--- config.mk ---
export PLATFORM = sky130hd
export DESIGN_NAME = mem_arbiter
export DESIGN_NICKNAME = d
export VERILOG_FILES = /design/src/rtl/mem_arbiter.sv
export SDC_FILE = /design/constraint.sdc
export NUM_CORES = 1
export LEC_CHECK = 0
export ABC_AREA = 1
export ABC_CLOCK_PERIOD_IN_PS = 6000
export CAP_MARGIN = 5
export CORE_AREA = 2 2 293 295
export CTS_BUF_LIST = sky130_fd_sc_hd__clkbuf_16
export DETAILED_ROUTE_END_ITERATION = 8
export DIE_AREA = 0 0 295 297
export SLEW_MARGIN = 15
export SYNTH_ARGS = -nofsm -noshare
export SYNTH_HDL_FRONTEND = slang
export SYNTH_SLANG_ARGS = --single-unit
--- constraint.sdc ---
create_clock -name clk -period 6 [get_ports clk]
set_input_delay 1.2 -clock clk [delete_from_list [all_inputs] [get_ports clk]]
set_output_delay 1.2 -clock clk [all_outputs]
set_load 0.05 [all_outputs]
--- src/rtl/mem_arbiter.sv ---
// Two-way arbiter sharing the memory line port between iCache fills and
// dCache fills/write-backs, with round-robin tie-breaking and registered outputs.
module mem_arbiter #(
    parameter int ADDR_WIDTH = 32,
    parameter int LINE_WIDTH = 128
) (
    input  logic                  clk,
    input  logic                  reset,
    input  logic                  i_req,
    input  logic [ADDR_WIDTH-1:0] i_addr,
    output logic                  i_done,
    output logic [LINE_WIDTH-1:0] i_line,
    input  logic                  d_req,
    input  logic                  d_we,
    input  logic [ADDR_WIDTH-1:0] d_addr,
    input  logic [LINE_WIDTH-1:0] d_wdata,
    output logic                  d_done,
    output logic [LINE_WIDTH-1:0] d_line,
    output logic                  mem_req,
    output logic                  mem_we,
    output logic [ADDR_WIDTH-1:0] mem_addr,
    output logic [LINE_WIDTH-1:0] mem_wdata,
    input  logic [LINE_WIDTH-1:0] mem_rdata,
    input  logic                  mem_ready
);

    typedef enum logic [1:0] {
        IDLE    = 2'd0,
        SERVE_I = 2'd1,
        SERVE_D = 2'd2,
        DONE    = 2'd3
    } state_t;

    state_t                state_q, state_d;
    logic                  last_d_q, last_d_d;
    logic                  mem_req_q, mem_req_d;
    logic                  mem_we_q, mem_we_d;
    logic [ADDR_WIDTH-1:0] mem_addr_q, mem_addr_d;
    logic [LINE_WIDTH-1:0] mem_wdata_q, mem_wdata_d;
    logic                  i_done_q, i_done_d;
    logic                  d_done_q, d_done_d;
    logic [LINE_WIDTH-1:0] i_line_q, i_line_d;
    logic [LINE_WIDTH-1:0] d_line_q, d_line_d;

    // State and output registers
    always_ff @(posedge clk) begin
        if (reset) begin
            state_q     <= IDLE;
            last_d_q    <= 1'b0;
            mem_req_q   <= 1'b0;
            mem_we_q    <= 1'b0;
            mem_addr_q  <= '0;
            mem_wdata_q <= '0;
            i_done_q    <= 1'b0;
            d_done_q    <= 1'b0;
            i_line_q    <= '0;
            d_line_q    <= '0;
        end else begin
            state_q     <= state_d;
            last_d_q    <= last_d_d;
            mem_req_q   <= mem_req_d;
            mem_we_q    <= mem_we_d;
            mem_addr_q  <= mem_addr_d;
            mem_wdata_q <= mem_wdata_d;
            i_done_q    <= i_done_d;
            d_done_q    <= d_done_d;
            i_line_q    <= i_line_d;
            d_line_q    <= d_line_d;
        end
    end

    // Next state: a tie goes to whichever requester was not served last
    always_comb begin
        state_d = state_q;
        unique case (state_q)
            IDLE: begin
                if (d_req && (!i_req || !last_d_q)) begin
                    state_d = SERVE_D;
                end else if (i_req) begin
                    state_d = SERVE_I;
                end
            end
            SERVE_I, SERVE_D: begin
                if (mem_ready) begin
                    state_d = DONE;
                end
            end
            DONE:    state_d = IDLE;
            default: state_d = IDLE;
        endcase
    end

    // Output next-values; the mem_* registers double as the latched request copy
    always_comb begin
        last_d_d    = last_d_q;
        mem_req_d   = mem_req_q;
        mem_we_d    = mem_we_q;
        mem_addr_d  = mem_addr_q;
        mem_wdata_d = mem_wdata_q;
        i_done_d    = 1'b0;
        d_done_d    = 1'b0;
        i_line_d    = i_line_q;
        d_line_d    = d_line_q;
        unique case (state_q)
            IDLE: begin
                if (state_d == SERVE_D) begin
                    mem_req_d   = 1'b1;
                    mem_we_d    = d_we;
                    mem_addr_d  = {d_addr[ADDR_WIDTH-1:4], 4'b0000};
                    mem_wdata_d = d_wdata;
                end else if (state_d == SERVE_I) begin
                    mem_req_d   = 1'b1;
                    mem_we_d    = 1'b0;
                    mem_addr_d  = {i_addr[ADDR_WIDTH-1:4], 4'b0000};
                    mem_wdata_d = '0;
                end
            end
            SERVE_I: begin
                if (mem_ready) begin
                    mem_req_d = 1'b0;
                    i_line_d  = mem_rdata;
                    i_done_d  = 1'b1;
                    last_d_d  = 1'b0;
                end
            end
            SERVE_D: begin
                if (mem_ready) begin
                    mem_req_d = 1'b0;
                    if (!mem_we_q) begin
                        d_line_d = mem_rdata;
                    end
                    d_done_d = 1'b1;
                    last_d_d = 1'b1;
                end
            end
            default: ;
        endcase
    end

    assign mem_req   = mem_req_q;
    assign mem_we    = mem_we_q;
    assign mem_addr  = mem_addr_q;
    assign mem_wdata = mem_wdata_q;
    assign i_done    = i_done_q;
    assign d_done    = d_done_q;
    assign i_line    = i_line_q;
    assign d_line    = d_line_q;

endmodule

# ---- After elaboration in Yosys (flattened, before gate mapping)
# Index checks and enable logic that the tools add are counted.
dict set report classes {
  eq_ne 9
  muxes 17
  bitwise 3
  reduce_logical 16
}
# cell n
set op_table {}
lappend op_table {{$mux 128} 2}
lappend op_table {{$mux 32} 2}
lappend op_table {{$reduce_and 3->1} 3}
lappend op_table {{$mux 1} 7}
lappend op_table {{$eq 2x2->1 const B} 3}
lappend op_table {{$mux 2} 3}
lappend op_table {{$pmux 2 s3} 1}
lappend op_table {{$reduce_bool 2->1} 3}
lappend op_table {{$reduce_or 2->1} 3}
lappend op_table {{$eq 2x1->1 const B} 2}
lappend op_table {{$ne 2x2->1 const B} 2}
lappend op_table {{$pmux 1 s2} 2}
lappend op_table {{$reduce_and 2->1} 2}
lappend op_table {{$ne 3x3->1 const B} 1}
lappend op_table {{$not 1->1} 3}
lappend op_table {{$logic_not 1->1} 2}
lappend op_table {{$logic_not 2->1} 1}
lappend op_table {{$ne 2x1->1 const B} 1}
lappend op_table {{$logic_and 1x1->1} 1}
lappend op_table {{$logic_or 1x1->1} 1}
dict set report totals {
  ff_bits 423
  inputBits 326
  output_inout_bits 420
  word_cells 55
}

# ---- Depth between registers and ports, before layout
# Gate-level depths: netlist of run 1.
dict set report depth {
  depth_word 9
  ltp_mapped 13
  mapped_depth_nobuf 11
}

# ---- Worst setup path before layout of run 1
# No wires, ideal clock.
dict set report synth_path {
  path_kind {input port to flip-flop}
  start {input port i_req}
  end {register mem_addr_q[11], in the netlist mem_addr[11]}
  setup_time_ps 120
  arrival_time_ps 2493
  required_time_ps 5880
  slack_ps 3387
  stages 11
  n_path_buf 2
  path_cell_list {nand2_1 -> nand2_1 -> nand3_1 -> and2_1 -> ha_1 -> nor2_4 -> inv_2 -> buf_4 -> buf_2 -> nor2_1 -> a21oi_1}
}
dict set report synth_via {
  elab_chain_len 8
  word_cells_on_any_way 11
  cone_classes {eq/ne: 2; mux: 4; reduce/logical: 5}
}
# element line_no
set synth_rtl {}
lappend synth_rtl {{start, declared} 9} ;# input logic i_req,
lappend synth_rtl {{$logic_not 1->1} 77} ;# if (d_req && (!i_req || !last_d_q)) begin
lappend synth_rtl {{$logic_or 1x1->1} 77}
lappend synth_rtl {{$logic_and 1x1->1} 77}
lappend synth_rtl {{$mux 2 (*)} 77}
lappend synth_rtl {{$pmux 2 s3 (*)} 75} ;# unique case (state_q)
lappend synth_rtl {{$eq 2x2->1 / $eq 2x1->1 (equally long branches)} {106, 111}}
lappend synth_rtl {{$reduce_bool 2->1 (no line)} n/a}
lappend synth_rtl {{$reduce_and 2->1 (no line)} n/a}
lappend synth_rtl {{end signal, assigned} 63} ;# mem_addr_q <= mem_addr_d;
lappend synth_rtl {{end, declared} 38} ;# logic [ADDR_WIDTH-1:0] mem_addr_q, mem_addr_d;
# Mark *: on every way between the ends. The rest lies on a longest branch, timed or not.
# A chain may end at the register's enable or synchronous reset.

# ---- Worst setup path after layout of run 1
dict set report layout_path {
  start {input port mem_ready}
  end {register mem_addr_q[11], in the netlist mem_addr[11]}
}
dict set report layout_via {
  elab_chain_len 5
  word_cells_on_any_way 7
  cone_classes {eq/ne: 2; mux: 3; reduce/logical: 2}
}
# element line_no
set layout_rtl {}
lappend layout_rtl {{start, declared} 24} ;# input logic mem_ready
lappend layout_rtl {{$mux 2 (*)} 84} ;# if (mem_ready) begin
lappend layout_rtl {{$pmux 2 s3 (*)} 75}
lappend layout_rtl {{$eq 2x2->1 / $eq 2x1->1 (equally long branches)} {106, 111}}
lappend layout_rtl {{$reduce_bool 2->1 (no line)} n/a}
lappend layout_rtl {{$reduce_and 2->1 (no line)} n/a}
# Marked as above.

==> out/results.tsv, run 1 <==
metric	value	unit
Mapped Area	0.01522	sq mm
critical path fanouts, max	76	
VDD IR max	0.3224	mV
Syn-to-layout area delta	64.10	%
Post-CTS Setup Bufs	0	
Worst EP required	6.47	ns
Setup crit end kind	flop	
NumNets Final	2923	
XOR/XNOR Fraction of Synth Area	0	
post-synth cell types	21	
IO Port Bufs	733	
share of cells above drive strength 1	0.03646	
PwrDens	352.2	mW/mm^2
Fill cells	9037	
Post-DRT Antenna Nets	0	
DR WL/cell	17.53	um
Vias	15310	
placer congestion estimate	0.8313	
RSZ-0062 raised after global routing	false	
CTS Buf Count	51	
vias per inst	4.049	
Core Rows	107	
post-DP HPWL	45360	um
CORE AREA	0.08448	sq mm
CTS Hold Bufs	0	
Compound-Gate Fraction of Synth Area	0.1476	
Mean Syn Cell Area	7.809	sq um
dominant cell type by area after synthesis	dfxtp_1	
endpoints failing hold	0	
Clock Skews	0.01747	ns
area share of the largest cell type after synthesis	0.5511	
Synth Area in Simple Gates	0.2280	
FF+latch count, synth	419	
Crit Path Category	primary input to flop	
Overflow after GRT	0	
Final setup viols	0	
Routed WL	66260	um
# Max-Cap Violations	0	
drt initial violations	695	
Final min period	3.400	ns
CTS tree	yes	
proportion of synthesized area in mux cells	0	
Ports	746	
Residual DRC	0	
hold crit path type	flop to flop	
register area share after synthesis	0.5511	
CTS sink cnt	419	
die area	0.08762	sq mm
gr usage total	0.1442	
Final Cycle Share	0.5667	
CTS H-Tree Depth	2	
adder-cell share of the synthesized area	0.004933	
drt first pass iters	4	
Max Slew Vio Count	0	
Slew HR	0.3581	
most area-consuming cells after synthesis	dfxtp_1 55%, nor2_1 14%, o21ai_0 8.4%, a21oi_1 5.3%, nand3_1 4.3%	
die span in y	297	um
element type at the critical path start	primary input	
clock slew at reported path FFs	0.05	ns
clk buf depth	3	
initial antenna violation count	15	
worst skew pair latency	0.58	ns
Post-Syn Instances	1949	
Root Buffer	clkbuf_16	
Fin Setup TNS	0	ns
Finished Core Util	0.2956	
Initial Util	0.1802	
Worst-Margin Slew	0.9629	ns
Synth warnings	0	
largest net degree at the start of global routing	158	
post-cts gate resize count	0	
Max Clock Freq	294.1	MHz
Die X	295	um
largest family of logic cells by synthesized area	simple AND/OR/NAND/NOR gates	
status	complete, no violations	
leakage	0.009183	uW
vias in the first global route	14780	
Reg2Reg Setup Slack	2.99	ns
Worst Path Arrival	3.87	ns
first-pass GRT wire length	96500	um
routing by layer:
layer / vias up / part of all wire / wire length [um] / GRT usage
met1: 7029 / 0.40 / 26480 / 0.1655
met2: 548 / 0.46 / 30510 / 0.2379
met3: 102 / 0.11 / 7280 / 0.06612
met5: - / 0.0022 / 144 / 0
met4: 20 / 0.028 / 1840 / 0.04325
li1: 7607 / - / - / -
critical path: stages:
cell and delay [ns]:
clkdlybuf4s50_1 0.55, o21ai_0 0.26, and2_1 0.21, ha_4 0.78, buf_4 0.51, nor2_1 0.09, nor2_1 0.13, a21oi_1 0.07
worst paths after layout:
path                            endpoint  depth (start not counted)                        from
max            mem_addr[11]$_SDFFE_PP0P_                          8                   mem_ready
min           mem_wdata[91]$_SDFFE_PP0P_                          2  mem_wdata[91]$_SDFFE_PP0P_
max reg2reg  mem_wdata[117]$_SDFFE_PP0P_                         12       state_q[1]$_SDFF_PP0_
min reg2reg   mem_wdata[91]$_SDFFE_PP0P_                          2  mem_wdata[91]$_SDFFE_PP0P_
report_power, final:
group | internal, uW | switching, uW | total [uW]
Sequential | 3040 | 125 | 3160
Clock | 1800 | 1270 | 3070
Combinational | 814 | 1750 | 2560
Total | 5650 | 3140 | 8800
cells in the final DEF (no fill, tap or decap), types with 2 or more instances in the layout:
cell type        Yosys  routed
bufinv_16            0       5
clkdlybuf4s50_1      0     732
conb_1               1       4
buf_12               0       6
ha_1                 6       5
clkinvlp_4           0       3
nor2_4               2       2
o21ai_1             31      31
inv_4                0       2
diode_2              0       3
clkinv_1             0      13
a21oi_1            161     161
clkinv_2             0       8
inv_1               36      46
dfxtp_1            419     419
clkbuf_16            0      53
nand3_1            130     130
o21ai_0            255     255
nor2_1             572     572
nand2_1            168     167
buf_4               29       9
inv_6                0       3
area by class of cell:
class,count,area (sq um),share of cell area
flip-flops and latches,419,8388,0.3359
repair buffers,747,7515,0.3009
multi-input cells,1333,5826,0.2333
well taps,1144,1431,0.05731
clock buffers,53,1326,0.05310
clock inverters,42,320.3,0.01283
inverters,39,161.4,0.006463
diodes,3,7.507,0.0003006
cells by family (layout without fill, tap and decap cells):
| kind of cell | count (synthesis) | after routing |
|---|---|---|
| AOI/OAI and AO/OA | 448 | 448 |
| adders and majority gates | 6 | 6 |
| buffers and inverters | 200 | 881 |
| DFF | 419 | 419 |
| other | 1 | 7 |
| and+or+nand+nor | 875 | 875 |
cell usage after synthesis, drive strengths merged:
master,number
inv,39
a21oi,161
nor2,574
buf,97
ha,6
and2,1
conb,1
o21ai,286
a31o,1
clkbuf,64
nand4,1
dfxtp,419
nand2,169
nand3,130
state kept, by name, summed over array words and instances (netlist names), 2 cells and up:
register	cells
d_line	128
mem_addr	28
state_q	2
mem_wdata	128
i_line	128
stage by stage:
step	setup WS, ns	hold slack [ns]	cells	instance area, sq um	power [uW]
2_1_floorplan	3.387	0.4599	1952	15230	4813
3_3_place_gp	2.013	0.4506	3682	23320	5804
3_5_place_dp	2.005	0.4545	3682	23320	5815
4_1_cts	2.644	0.4633	3777	24970	8947
5_1_grt	2.394	0.4802	3778	24970	9212
6_report	2.600	0.4610	3780	24980	8796
No activity file was read; power rests on OpenSTA's default activity.
==> inputs of run 2 (changes only) <==
ABC_CLOCK_PERIOD_IN_PS = 3200   (was 6000)
CORE_AREA = 2 2 286 288   (was 2 2 293 295)
DIE_AREA = 0 0 288 290   (was 0 0 295 297)
clock period = 3.2 ns   (was 6 ns; I/O delays follow)
==> out/results.tsv, run 2 (synthesis results as in run 1) <==
metric	value	unit
Max Clock Freq	381.2	MHz
DR WL/cell	16.34	um
hold depth	2	
Vias	15180	
placer congestion estimate	0.8391	
CTS H-Tree Depth	2	
gr usage total	0.1388	
PwrDens	641.2	mW/mm^2
Clock Skews	0.01709	ns
post-route insts no fill	3712	
Root Buffer	clkbuf_16	
Final Hold Slack	0.4616	ns
worst skew pair latency	0.57	ns
Hold Crit Start	mem_wdata[29]$_SDFFE_PP0P_	
first-pass GRT wire length	90750	um
Worst-Margin Slew	0.8974	ns
share of cells above drive strength 1	0.04190	
initial antenna violation count	3	
most common cell after layout, fill and taps aside	clkdlybuf4s50_1	
DP Cell Count	3624	
Min-Delay Endpoint	mem_wdata[29]$_SDFFE_PP0P_	
CTS tree	yes	
Routed WL	60650	um
endpoints failing hold	0	
Final Cycle Share	0.8199	
die area	0.08352	sq mm
die span in y	290	um
Residual DRC	0	
post-cts gate resize count	0	
RSZ-0062 raised after global routing	false	
leakage	0.009271	uW
post-DP HPWL	43200	um
vias in the first global route	14650	
Crit Path Category	flop to flop	
Max Slew Vio Count	0	
vias per inst	4.090	
NumNets Final	2946	
largest net degree at the start of global routing	134	
status	complete, no violations	
Fin Setup TNS	0	ns
most frequent cells in the layout	731 x clkdlybuf4s50_1, 572 x nor2_1, 419 x dfxtp_1	
clk buf depth	3	
VDD IR max	0.4163	mV
Initial Util	0.1899	
Reg2Reg Launch Point	state_q[1]$_SDFF_PP0_	
Overflow after GRT	0	
Core Rows	104	
Die X	288	um
Syn-to-layout area delta	64.21	%
Reg2Reg Setup Slack	0.58	ns
Setup crit end kind	flop	
CORE AREA	0.08016	sq mm
drt first pass iters	5	
Worst Path Arrival	3.10	ns
Final min period	2.624	ns
drt initial violations	641	
CTS Buf Count	48	
Ports	746	
fin area	0.02499	sq mm
Post-DRT Antenna Nets	0	
# Max-Cap Violations	0	
Final setup viols	0	
RR Endpoint	mem_wdata[47]$_SDFFE_PP0P_	
element type at the critical path start	flop	
CTS Hold Bufs	0	
hold crit path type	flop to flop	
IO Port Bufs	733	
critical path fanouts, max	35	
Post-CTS Setup Bufs	0	
Pwr Total	16020	uW
Slew HR	0.3999	
Reg2Reg Depth	12	
CTS sink cnt	419	
Worst EP required	3.68	ns
clock slew at reported path FFs	0.06	ns
Placed Instance Area	0.02353	sq mm
[run 2: cell types whose count changed in the layout (fill, tap and decap cells not counted), sizes merged]
| cell | previous run | this run |
|---|---|---|
| clkbuf | 53 | 49 |
| clkdlybuf4s50 | 732 | 731 |
| clkinvlp | 3 | 0 |
| clkinv | 22 | 19 |
| buf | 15 | 42 |
| bufinv | 5 | 3 |
| inv | 51 | 53 |
[run 2: power breakdown]
part	switching, uW	total (uW)	internal (uW)
Combinational	3240	4870	1640
Clock	2230	5220	2990
Sequential	242	5930	5690
Total	5710	16000	10300
[run 2: how the worst max path moves through the flow]
stage	slack (ns)	cells past startpoint	end	from
global route	0.31	12	mem_wdata[68]$_SDFFE_PP0P_	state_q[1]$_SDFF_PP0_
global placement	0.28	9	mem_wdata[47]$_SDFFE_PP0P_	mem_ready
detailed placement	0.21	9	mem_wdata[63]$_SDFFE_PP0P_	mem_ready
floorplan	0.98	13	mem_addr[11]$_SDFFE_PP0P_	state_q[1]$_SDFF_PP0_
finish	0.58	12	mem_wdata[47]$_SDFFE_PP0P_	state_q[1]$_SDFF_PP0_
CTS	0.47	1	mem_wdata[86]	mem_wdata[86]$_SDFFE_PP0P_
[run 2: critical path: stages (launching register included)]
cell and delay, ns:
dfxtp_1 0.41, inv_1 0.11, ha_1 0.32, inv_1 0.04
nor2_1 0.10, o21ai_0 0.12, and2_1 0.21, ha_4 0.26
nor2_4 0.15, buf_12 0.14, buf_4 0.35, nand3_1 0.13
a21oi_1 0.14
[run 2: metrics by stage]
step                setup WS, ns    util
finish                    0.5764  0.3118
global route              0.3073  0.3118
CTS                       0.4744  0.3117
detailed placement        0.2096  0.2936
global placement          0.2776  0.2936
floorplan                 0.9793       -
[run 2: routing by layer]
metal,track usage,part of all wire,up-vias
met3,0.05487,0.099,99
met2,0.2350,0.47,555
met1,0.1575,0.39,6886
met4,0.04790,0.032,0
met5,0,0,-
li1,-,-,7641
[run 2: layout make-up]
class / count / area, sq um
Clock buffer: 49 / 1226
Inverter: 39 / 158.9
Tap cell: 1060 / 1326
Antenna cell: 3 / 7.507
Multi-Input combinational cell: 1333 / 5826
Sequential cell: 419 / 8388
Fill cell: 8528 / 55170
Clock inverter: 36 / 226.5
Timing Repair Buffer: 773 / 7833
